`config.mk`:
```
export PLATFORM = sky130hd
export DESIGN_NAME = video_attrib_pipe
export DESIGN_NICKNAME = d
export VERILOG_FILES = /design/src/rtl/video_attrib_pipe.sv
export SDC_FILE = /design/constraint.sdc
export NUM_CORES = 1
export LEC_CHECK = 0
export CAP_MARGIN = 20
export CORE_MARGIN = 2
export CORE_UTILIZATION = 60
export DETAILED_ROUTE_END_ITERATION = 16
export HOLD_SLACK_MARGIN = 0.15
export PLACE_DENSITY = 0.84
export SLEW_MARGIN = 20
export SYNTH_ARGS = -nofsm -noshare
export SYNTH_HDL_FRONTEND = slang
export SYNTH_SLANG_ARGS = --single-unit
export TNS_END_PERCENT = 5
```
`constraint.sdc`:
```
create_clock -name clk -period 2.5 [get_ports clk]
set_input_delay 0.375 -clock clk [delete_from_list [all_inputs] [get_ports clk]]
set_output_delay 0.375 -clock clk [all_outputs]
set_load 0.02 [all_outputs]
```
`src/rtl/video_attrib_pipe.sv`:
```
// Pipelined attribute/colour mux: per-dot attributes to a palette colour index,
// with internal vsync-driven cursor/character blink and sync carried at matched latency.
`timescale 1ns/1ps
module video_attrib_pipe #(
    parameter int PIX_W        = 4,
    parameter int BLINK_FRAMES = 8
) (
    input  logic             clk,
    input  logic             reset_n,
    input  logic             pix_ce,
    input  logic [1:0]       mode,
    input  logic [7:0]       att_byte,
    input  logic [3:0]       pix_in,
    input  logic [5:0]       color_reg,
    input  logic             bw_mode,
    input  logic             blink_enabled,
    input  logic             cursor,
    input  logic             display_enable,
    input  logic             hsync,
    input  logic             vsync,
    input  logic             pal_we,
    input  logic [3:0]       pal_addr,
    input  logic [PIX_W-1:0] pal_data,
    output logic [PIX_W-1:0] pix_out,
    output logic             hsync_out,
    output logic             vsync_out,
    output logic             overscan_out,
    output logic             cursor_phase,
    output logic             char_phase
);

    localparam logic [7:0] FRAME_LAST = 8'(BLINK_FRAMES - 1);

    logic             vsync_q;
    logic [7:0]       frame_cnt;
    logic [PIX_W-1:0] palette [16];

    logic [3:0] s1_idx, idx_d;
    logic       s1_black, s1_ovs, s1_hs, s1_vs;
    logic       black_d, ovs_d, dot;

    // Blink runs on every clk so frame counting is independent of the pixel rate.
    always_ff @(posedge clk or negedge reset_n) begin
        if (!reset_n) begin
            vsync_q      <= 1'b0;
            frame_cnt    <= '0;
            cursor_phase <= 1'b0;
            char_phase   <= 1'b0;
        end else begin
            vsync_q <= vsync;
            if (vsync && !vsync_q) begin
                if (frame_cnt == FRAME_LAST) begin
                    frame_cnt    <= '0;
                    cursor_phase <= ~cursor_phase;
                    if (!cursor_phase)
                        char_phase <= ~char_phase;
                end else begin
                    frame_cnt <= frame_cnt + 8'd1;
                end
            end
        end
    end

    assign dot = (pix_in[0] & ~(blink_enabled & att_byte[7] & ~cursor & char_phase))
               | (cursor & cursor_phase);

    always_comb begin
        idx_d   = '0;
        black_d = 1'b0;
        ovs_d   = 1'b0;
        if (hsync || vsync) begin
            black_d = 1'b1;
        end else if (!display_enable) begin
            idx_d = color_reg[3:0];
            ovs_d = 1'b1;
        end else begin
            case (mode)
                2'b00: begin
                    if (dot)
                        idx_d = att_byte[3:0];
                    else if (blink_enabled)
                        idx_d = {1'b0, att_byte[6:4]};
                    else
                        idx_d = att_byte[7:4];
                end
                2'b01: begin
                    if (pix_in[1:0] == 2'b00)
                        idx_d = color_reg[3:0];
                    else
                        idx_d = {color_reg[4], pix_in[1], pix_in[0],
                                 bw_mode ? pix_in[0] : color_reg[5]};
                end
                2'b10:   idx_d = pix_in[0] ? color_reg[3:0] : 4'd0;
                default: idx_d = pix_in;
            endcase
        end
    end

    // Palette writes ignore pix_ce; a same-edge stage-2 read sees the old entry.
    always_ff @(posedge clk or negedge reset_n) begin
        if (!reset_n) begin
            for (int i = 0; i < 16; i++)
                palette[i] <= PIX_W'(i);
        end else if (pal_we) begin
            palette[pal_addr] <= pal_data;
        end
    end

    always_ff @(posedge clk or negedge reset_n) begin
        if (!reset_n) begin
            s1_idx       <= '0;
            s1_black     <= 1'b0;
            s1_ovs       <= 1'b0;
            s1_hs        <= 1'b0;
            s1_vs        <= 1'b0;
            pix_out      <= '0;
            hsync_out    <= 1'b0;
            vsync_out    <= 1'b0;
            overscan_out <= 1'b0;
        end else if (pix_ce) begin
            s1_idx       <= idx_d;
            s1_black     <= black_d;
            s1_ovs       <= ovs_d;
            s1_hs        <= hsync;
            s1_vs        <= vsync;
            pix_out      <= s1_black ? '0 : palette[s1_idx];
            hsync_out    <= s1_hs;
            vsync_out    <= s1_vs;
            overscan_out <= s1_ovs;
        end
    end

endmodule

```
# ---- Word level (Yosys, flattened, before mapping)
# Index checks and enable logic that the tools add are counted.
dict set report classes {
  muxes 19
  reduce_logical 8
  n_addsub 1
  eq_ne 3
  n_bitwise 12
  n_lt_le_gt_ge 3
}
# cell n
set op_table {}
lappend op_table {{bitwise mux 64 bit} 1}
lappend op_table {{two-way mux 4 bit} 10}
lappend op_table {{binary-select mux 4 bit (select 4 bit)} 1}
lappend op_table {{demux 4 bit (select 4 bit)} 1}
lappend op_table {{one-hot mux 4 bit (3 select lines)} 1}
lappend op_table {{greater-or-equal comparator 5 bit (second input constant)} 2}
lappend op_table {{NOT 4 -> 5 bit} 2}
lappend op_table {{adder 8 x 1 -> 8 bit (second input constant)} 1}
lappend op_table {{equality test 8 x 3 -> 1 bit (second input constant)} 1}
lappend op_table {{two-way mux 8 bit} 1}
lappend op_table {{bitwise AND 1 bit} 5}
lappend op_table {{< comparator 5 x 1 -> 1 bit (second input constant)} 1}
lappend op_table {{logical NOT 2 bit} 2}
lappend op_table {{two-way mux 1 bit} 4}
lappend op_table {{NOT 1 bit} 4}
lappend op_table {{AND reduction 3 bit} 1}
lappend op_table {{equality test 2 x 1 -> 1 bit (second input constant)} 1}
lappend op_table {{equality test 2 bit (second input constant)} 1}
lappend op_table {{logical AND 1 bit} 2}
lappend op_table {{AND reduction 2 bit} 1}
lappend op_table {{logical NOT 1 bit} 1}
lappend op_table {{logical OR 1 bit} 1}
lappend op_table {{OR 1 bit} 1}
dict set report word_totals {
  output_inout_bits 9
  input_bits 38
  ff_bits 90
  elab_cells 75
}

# ---- Logic depth before layout (Yosys ltp)
# Gate-level depths: netlist (run 1).
dict set report logic_depth {
  ltp_word 10
  mapped_depth 6
  mapped_depth_nobuf 5
}

# ---- Worst setup path after synthesis (run 1)
# No wires, ideal clock.
dict set report synth_path {
  kind {register to register}
  start {register s1_idx[0]}
  end {register pix_out[1]}
  synth_period_minus_slack_ps 1675
  stages_incl_launch_ff 5
  t_required_ps 2374
  arrival_time_ps 1549
  slack_ps 825
  setup_time_ps 126
  n_path_buf 1
  path_cell_list {dfrtp_1 -> buf_6 -> mux4_1 -> mux2_2 -> a221o_1}
}
dict set report synth_between {
  elab_chain_len 5
}
# item line_no
set synth_rtl {}
lappend synth_rtl {{from (decl)} 38} ;# logic [3:0] s1_idx, idx_d;
lappend synth_rtl {{from (signal assigned)} 121} ;# s1_idx <= idx_d;
lappend synth_rtl {{NOT 4 -> 5 bit (implied by the code)} 126} ;# pix_out <= s1_black ? '0 : palette[s1_idx];
lappend synth_rtl {{binary-select mux 4 bit (select 4 bit)} 126}
lappend synth_rtl {{two-way mux 4 bit (implied by the code) (2 in series)} 126}
lappend synth_rtl {{two-way mux 4 bit} 126}
lappend synth_rtl {{to (signal assigned)} 126}
lappend synth_rtl {{to (decl)} 24} ;# output logic [PIX_W-1:0] pix_out,
# Every way passes these cells. The select of a mux whose other input is x is not followed.
# A chain may end at the register's enable or synchronous reset.

# ---- Worst setup path after layout (run 1)
# Same ends and word-level chain as after synthesis.

==> results of run 1 <==
==> routing by layer <==
| metal | GRT usage, % | vias up | share of wire [%] |
|---|---|---|---|
| met4 | 9.77 | 0 | 2.2 |
| met5 | 0 | - | 0 |
| met3 | 5.08 | 17 | 5.7 |
| met1 | 32.3 | 1412 | 45 |
| met2 | 39.7 | 90 | 47 |
| li1 | - | 1281 | - |
==> cell type report <==
class | instances | area [um2]
clock buffer | 13 | 149
inverter | 2 | 7.51
clock inverter | 3 | 17.5
fill | 504 | 2020
timing repair buffer | 55 | 541
multi-input combinational | 209 | 1990
sequential | 90 | 2290
tap | 99 | 124
==> kinds of logic (layout without fill, tap and decap cells) <==
group,Yosys count,in the layout,synth area share [%]
DFF,90,90,52.6
AOI/OAI and AO/OA,33,33,5.23
buffers and inverters,14,73,1.78
xor gates and xnor gates,9,9,1.81
adders and majority gates,1,1,0.287
and+or+nand+nor,71,71,9.10
muxes,95,95,29.2
==> sequential cells by signal (all words and copies together), names as in the netlist, 4 cells and up <==
| signal | cells |
|---|---|
| frame_cnt | 8 |
| pix_out | 4 |
| s1_idx | 4 |
| palette | 64 |
==> metrics by stage <==
step	cell area, um2	setup WS [ns]
after floorplan	4360	0.825
after global placement	4940	0.394
after global routing	5120	0.392
after detailed placement	4940	0.373
after CTS	5120	0.475
final	5120	0.484
==> power groups by stage <==
stage	Clock (mW)	Combinational, mW	Sequential, mW
2_1_floorplan	0	0.550	2.06
3_3_place_gp	0	0.806	2.08
3_5_place_dp	0	0.841	2.10
4_1_cts	0.872	0.852	2.08
6_report	0.858	0.843	2.08
5_1_grt	0.931	0.917	2.12
==> cell usage after synthesis (4+ instances only) <==
cell,count
mux4_2,9
nor3b_1,4
xor2_1,4
and3_1,4
a21oi_1,9
dfrtp_1,58
nor2b_1,7
nand3b_1,4
a22oi_1,6
nand2b_1,6
mux4_1,7
nand2_1,11
xnor2_1,5
dfstp_2,32
o211ai_1,5
mux2_2,76
clkbuf_1,8
nor2_1,19
==> worst max path at each step <==
| stage | start | to | depth (start not counted) |
|---|---|---|---|
| after global routing | s1_idx[0]$_DFFE_PN0P_ | pix_out[1]$_DFFE_PN0P_ | 4 |
| after global placement | pal_we | palette[51]$_DFFE_PN0P_ | 4 |
| after floorplan | s1_idx[0]$_DFFE_PN0P_ | pix_out[1]$_DFFE_PN0P_ | 4 |
| after detailed placement | pix_in[0] | s1_idx[1]$_DFFE_PN0P_ | 5 |
| final | s1_idx[0]$_DFFE_PN0P_ | pix_out[1]$_DFFE_PN0P_ | 4 |
| after CTS | s1_idx[0]$_DFFE_PN0P_ | pix_out[1]$_DFFE_PN0P_ | 4 |
==> worst reg2reg max path: cells and delay by family (launching register included) <==
| kind | cells | cell delay (ns) |
|---|---|---|
| AOI/OAI and AO/OA | 1 | 0.31 |
| buffers and inverters | 1 | 0.19 |
| DFF | 1 | 0.54 |
| muxes | 2 | 0.85 |
==> qor.yml, run 1 <==
run_status: "finished clean"
cellPowerDensity_mw_per_mm2: 738
total_core_area_mm2: 0.00714
number_of_global_route_vias_before_repair: 2856
dp.cells: 454
worst_clock_skew_ns: 0.0136
root_buffer: "clkbuf_8"
cp_data_arrival_time_ns: 2.24
globalRoute.totalOverflow: 0
cell_by_cell_listing_of_the_critical_path: "buf_4 > mux4_1 > mux2_2 > a221o_1"
timing.critical_path.fanout_max: 7
max_freq_ghz: 0.496
synth_top_flop_cell: "dfrtp_1"
util_after_layout_pct: 71.7
drv_cap: 0
synth_area_leader_cell: "dfrtp_1"
hold_viol_final: 0
cpLargestDelayFamily: "multiplexers"
postCtsSetupRepairBufs: 0
setup-tns-final_ns: 0
htreeDepth: 3
ys_async_sr_fraction_pct: 100
final_common_cell: "mux2_2"
yosysSeqAreaShare_pct: 52.6
seq_power_share_pct: 55.0
postSynthRegisterBits: 90
worst_slew_margin_pct: 60.6
yosysWarningCount: 0
drive_gt1_share_pct: 37.9
hold-worst-slack_ns: 0.470
port_buf_inserts: 46
drt_iter0_markers: 137
synth.avg_cell_area_um2: 13.9
setup.worst_path.start_class: "flop"
finalWorstPathRequiredPeriod_ns: 2.02
die_width_um: 89.2
totalWireLength_um: 8870
cp_slowest_stage_delay_ns: 0.57
area_growth_pct: 17.5
endpoint_kind: "flop"
hold_end: "frame_cnt[7]$_DFFE_PN0P_"
critical_path.slowest_cell: "mux4_1"
antenna_cells: 0
power.clock.fraction_pct: 22.7
dp_hpwl_um: 6280
drtPass1Iterations: 4
r2r_slack_ns: 0.48
wl_per_cell_um: 18.8
final_nets: 406
synth.net_count: 352
worst_slew_pin_slew_ns: 0.589
switching_share_pct: 26.8
timing.rr.end: "pix_out[1]$_DFFE_PN0P_"
worstPathRequired_ns: 2.73
switching_power_mw: 1.01
power.total_mw: 3.78
rsz0062_at_grt: "false"
post_synth_inst_count: 313
leak_nw: 2.09
vdd.ir_drop.worst_mv: 0.466
start_util_pct: 61.1
drv_slew: 0
track_usage_pct: 24.4
chipHeight_um: 89.2
hold_class: "flop to flop"
cts_hold_buf: 1
boundaryPins: 47
die-area_mm2: 0.00796
post-route-period-util_pct: 80.6
drc_errors: 0
leading_cell_types_in_the_layout_fill_and_taps_excluded: "76 x mux2_2, 58 x dfrtp_1, 45 x clkdlybuf4s50_1, 32 x dfstp_2, 19 x nor2_1"
p_int_mw: 2.76
routabilityCongestion: 0.834
numClockSinks: 90
grt_antenna_before_repair: 0
grt_max_degree: 57
hold_path_cells: 1
cp.buffers_inverters: 1
rows: 31
synth.lib_cells_used.distinct: 43
routed_via_count: 2800
synth_enable_flop_cells: 0
cts_resized: 0
post_synth_main_area_contributors: "dfrtp_1 33%, mux2_2 20%, dfstp_2 19%"
grt_pass1_wl_um: 14200
netlist_area_before_placement_mm2: 0.00436
antenna_violating_nets_post_route: 0
clk_pin_slew_ns: 0.08
vias_per_cell: 5.94
cts_made_buffers: 9
maximum_count_of_clock_buffers_along_a_single_path: 2
clock_tree_from_tritoncts: "yes"
reg2regPathDepth: 4
timing.setup.critical_path_class: "flop to flop"
setup_viol: 0
r2r-start: "s1_idx[0]$_DFFE_PN0P_"
top_area_cell_type_share_of_the_netlist_area_pct: 33.3
clock_latency_of_the_later_clocked_register_in_the_worst_skew_pair_ns: 0.35
power_frac_comb_pct: 22.3
post_layout_cell_count: 471
timing.hold.worst.start: "frame_cnt[7]$_DFFE_PN0P_"
(Power assumes the default switching activity.)
==> run 2: changes to the inputs <==
CORE_UTILIZATION = 56   (was 60)
PLACE_DENSITY = 0.79   (was 0.84)
clock period = 1.9 ns   (was 2.5 ns; I/O delays follow)
==> qor.yml, run 2 (same netlist as run 1, synthesis figures left out) <==
clock_tree_from_tritoncts: "yes"
final_nets: 427
vias_per_cell: 5.78
preCtsSetupSlack_ns: -0.112
largest_registers: "palette x64, frame_cnt x8"
drive_gt1_share_pct: 41.7
cellPowerDensity_mw_per_mm2: 986
cell_by_cell_listing_of_the_critical_path: "buf_12 > mux4_1 > mux2_2 > a221o_1"
cts_made_buffers: 9
rsz0062_at_grt: "false"
vdd.ir_drop.worst_mv: 0.546
drt_iter0_markers: 102
setup.worst_path.start: "s1_idx[0]$_DFFE_PN0P_"
boundaryPins: 47
dp.cells: 476
drc_errors: 0
clock_latency_of_the_later_clocked_register_in_the_worst_skew_pair_ns: 0.34
largest_register: "palette"
post-route-cell-area_mm2: 0.00535
drv_cap: 0
critical_path.slowest_cell: "mux4_1"
cpLargestDelayFamily: "multiplexers"
area_growth_pct: 22.7
post-route-period-util_pct: 96.6
die-area_mm2: 0.00850
max_freq_ghz: 0.545
run_status: "finished clean"
drtPass1Iterations: 4
worst_slew_margin_pct: 60.0
htreeDepth: 3
rows: 32
numClockSinks: 90
die_width_um: 92.2
worstPathRequired_ns: 2.13
port_buf_inserts: 46
final_common_cell: "mux2_2"
timing.setup.critical_path_class: "flop to flop"
wl_per_cell_um: 17.8
globalRoute.totalOverflow: 0
setup_viol: 0
antenna_violating_nets_post_route: 0
grt_antenna_before_repair: 0
antenna_cells: 0
number_of_global_route_vias_before_repair: 2975
clk_pin_slew_ns: 0.09
start_util_pct: 57.0
total_core_area_mm2: 0.00765
root_buffer: "clkbuf_8"
chipHeight_um: 92.2
routed_via_count: 2860
setup.worst_path.start_class: "flop"
placed_area_mm2: 0.00510
routabilityCongestion: 0.795
timing.critical_path.fanout_max: 9
track_usage_pct: 22.5
hold_viol_final: 0
leak_nw: 2.22
cp_slowest_stage_delay_ns: 0.56
totalWireLength_um: 8820
grt_pass1_wl_um: 14900
drv_slew: 0
post_layout_cell_count: 495
util_after_layout_pct: 69.9
worst_slew_pin_slew_ns: 0.598
maximum_count_of_clock_buffers_along_a_single_path: 2
cp_data_arrival_time_ns: 2.07
hold_class: "input pin to asynchronous set/reset pin"
dp_hpwl_um: 6480
grt_max_degree: 36
largest_reg_flops: 64
endpoint_kind: "flop"
r2r-start: "s1_idx[0]$_DFFE_PN0P_"
cp.buffers_inverters: 1
leading_cell_types_in_the_layout_fill_and_taps_excluded: "76 x mux2_2, 58 x dfrtp_1, 45 x clkdlybuf4s50_1, 32 x dfstp_2, 27 x buf_4"
worst_clock_skew_ns: 0.00929
finalWorstPathRequiredPeriod_ns: 1.84
postLayoutSetupSlackWorst_ns: 0.0638
## run 2: metrics by stage
| step | setup TNS [ns] | hold WS, ns | power, mW |
|---|---|---|---|
| after floorplan | 0 | -0.0106 | 3.43 |
| after global placement | 0 | 0.267 | 3.82 |
| after detailed placement | -0.112 | 0.273 | 3.88 |
| after CTS | 0 | 0.431 | 5.31 |
| after global routing | 0 | 0.454 | 5.54 |
| final | 0 | 0.429 | 5.27 |
## run 2: repair_timing
action                                 4_1_cts  5_1_grt
hold buffers                                 1        0
setup endpoints to repair                    0        1
endpoints found under the hold margin       25        0
resized for setup                            0        2
buffers inserted                             0        2
## run 2: where the power goes
| group | leakage [nW] | internal (mW) | switching (mW) | total (mW) |
|---|---|---|---|---|
| sequential | 1.06 | 2.45 | 0.267 | 2.72 |
| combinational | 1.06 | 0.707 | 0.424 | 1.13 |
| clock | 0.103 | 0.779 | 0.645 | 1.42 |
| total | 2.22 | 3.94 | 1.34 | 5.27 |
## run 2: routing by layer
| metal | routed length (um) | up-vias | GRT usage (%) |
|---|---|---|---|
| li1 | - | 1316 | - |
| met1 | 4160 | 1460 | 31.8 |
| met2 | 4210 | 77 | 36.2 |
| met3 | 398 | 7 | 4.85 |
| met4 | 48 | 0 | 4.98 |
| met5 | 0 | - | 0 |
## run 2: worst reg2reg max path: stages, from the launching register on
cell and delay, ns:
dfrtp_1 0.42, buf_12 0.16, mux4_1 0.56, mux2_2 0.28, a221o_1 0.31
## run 2: path summary, 6_finish.rpt
path,end,slack [ns],cells past startpoint
worst max-delay path,pix_out[1]$_DFFE_PN0P_,0.06,4
worst min-delay path,palette[30]$_DFFE_PN0P_,0.43,2
worst max register to register,pix_out[1]$_DFFE_PN0P_,0.06,4
worst min register to register,frame_cnt[7]$_DFFE_PN0P_,0.49,1
max in group asynchronous,palette[17]$_DFFE_PN1P_,0.83,3
min in group clk,frame_cnt[7]$_DFFE_PN0P_,0.49,1
## run 2: area by class of cell
cell class	count	area, um2
multi-input combinational	209	1980
sequential	90	2290
timing repair buffer	76	714
clock inverter	4	75.1
fill	546	2300
tap	102	128
inverter	2	7.51
clock buffer	12	145
==> run 3: changes to the inputs <==
TNS_END_PERCENT = default   (was 5)
==> results of run 3 <==
The final DEF is identical to that of run 2; final timing and power are the same.
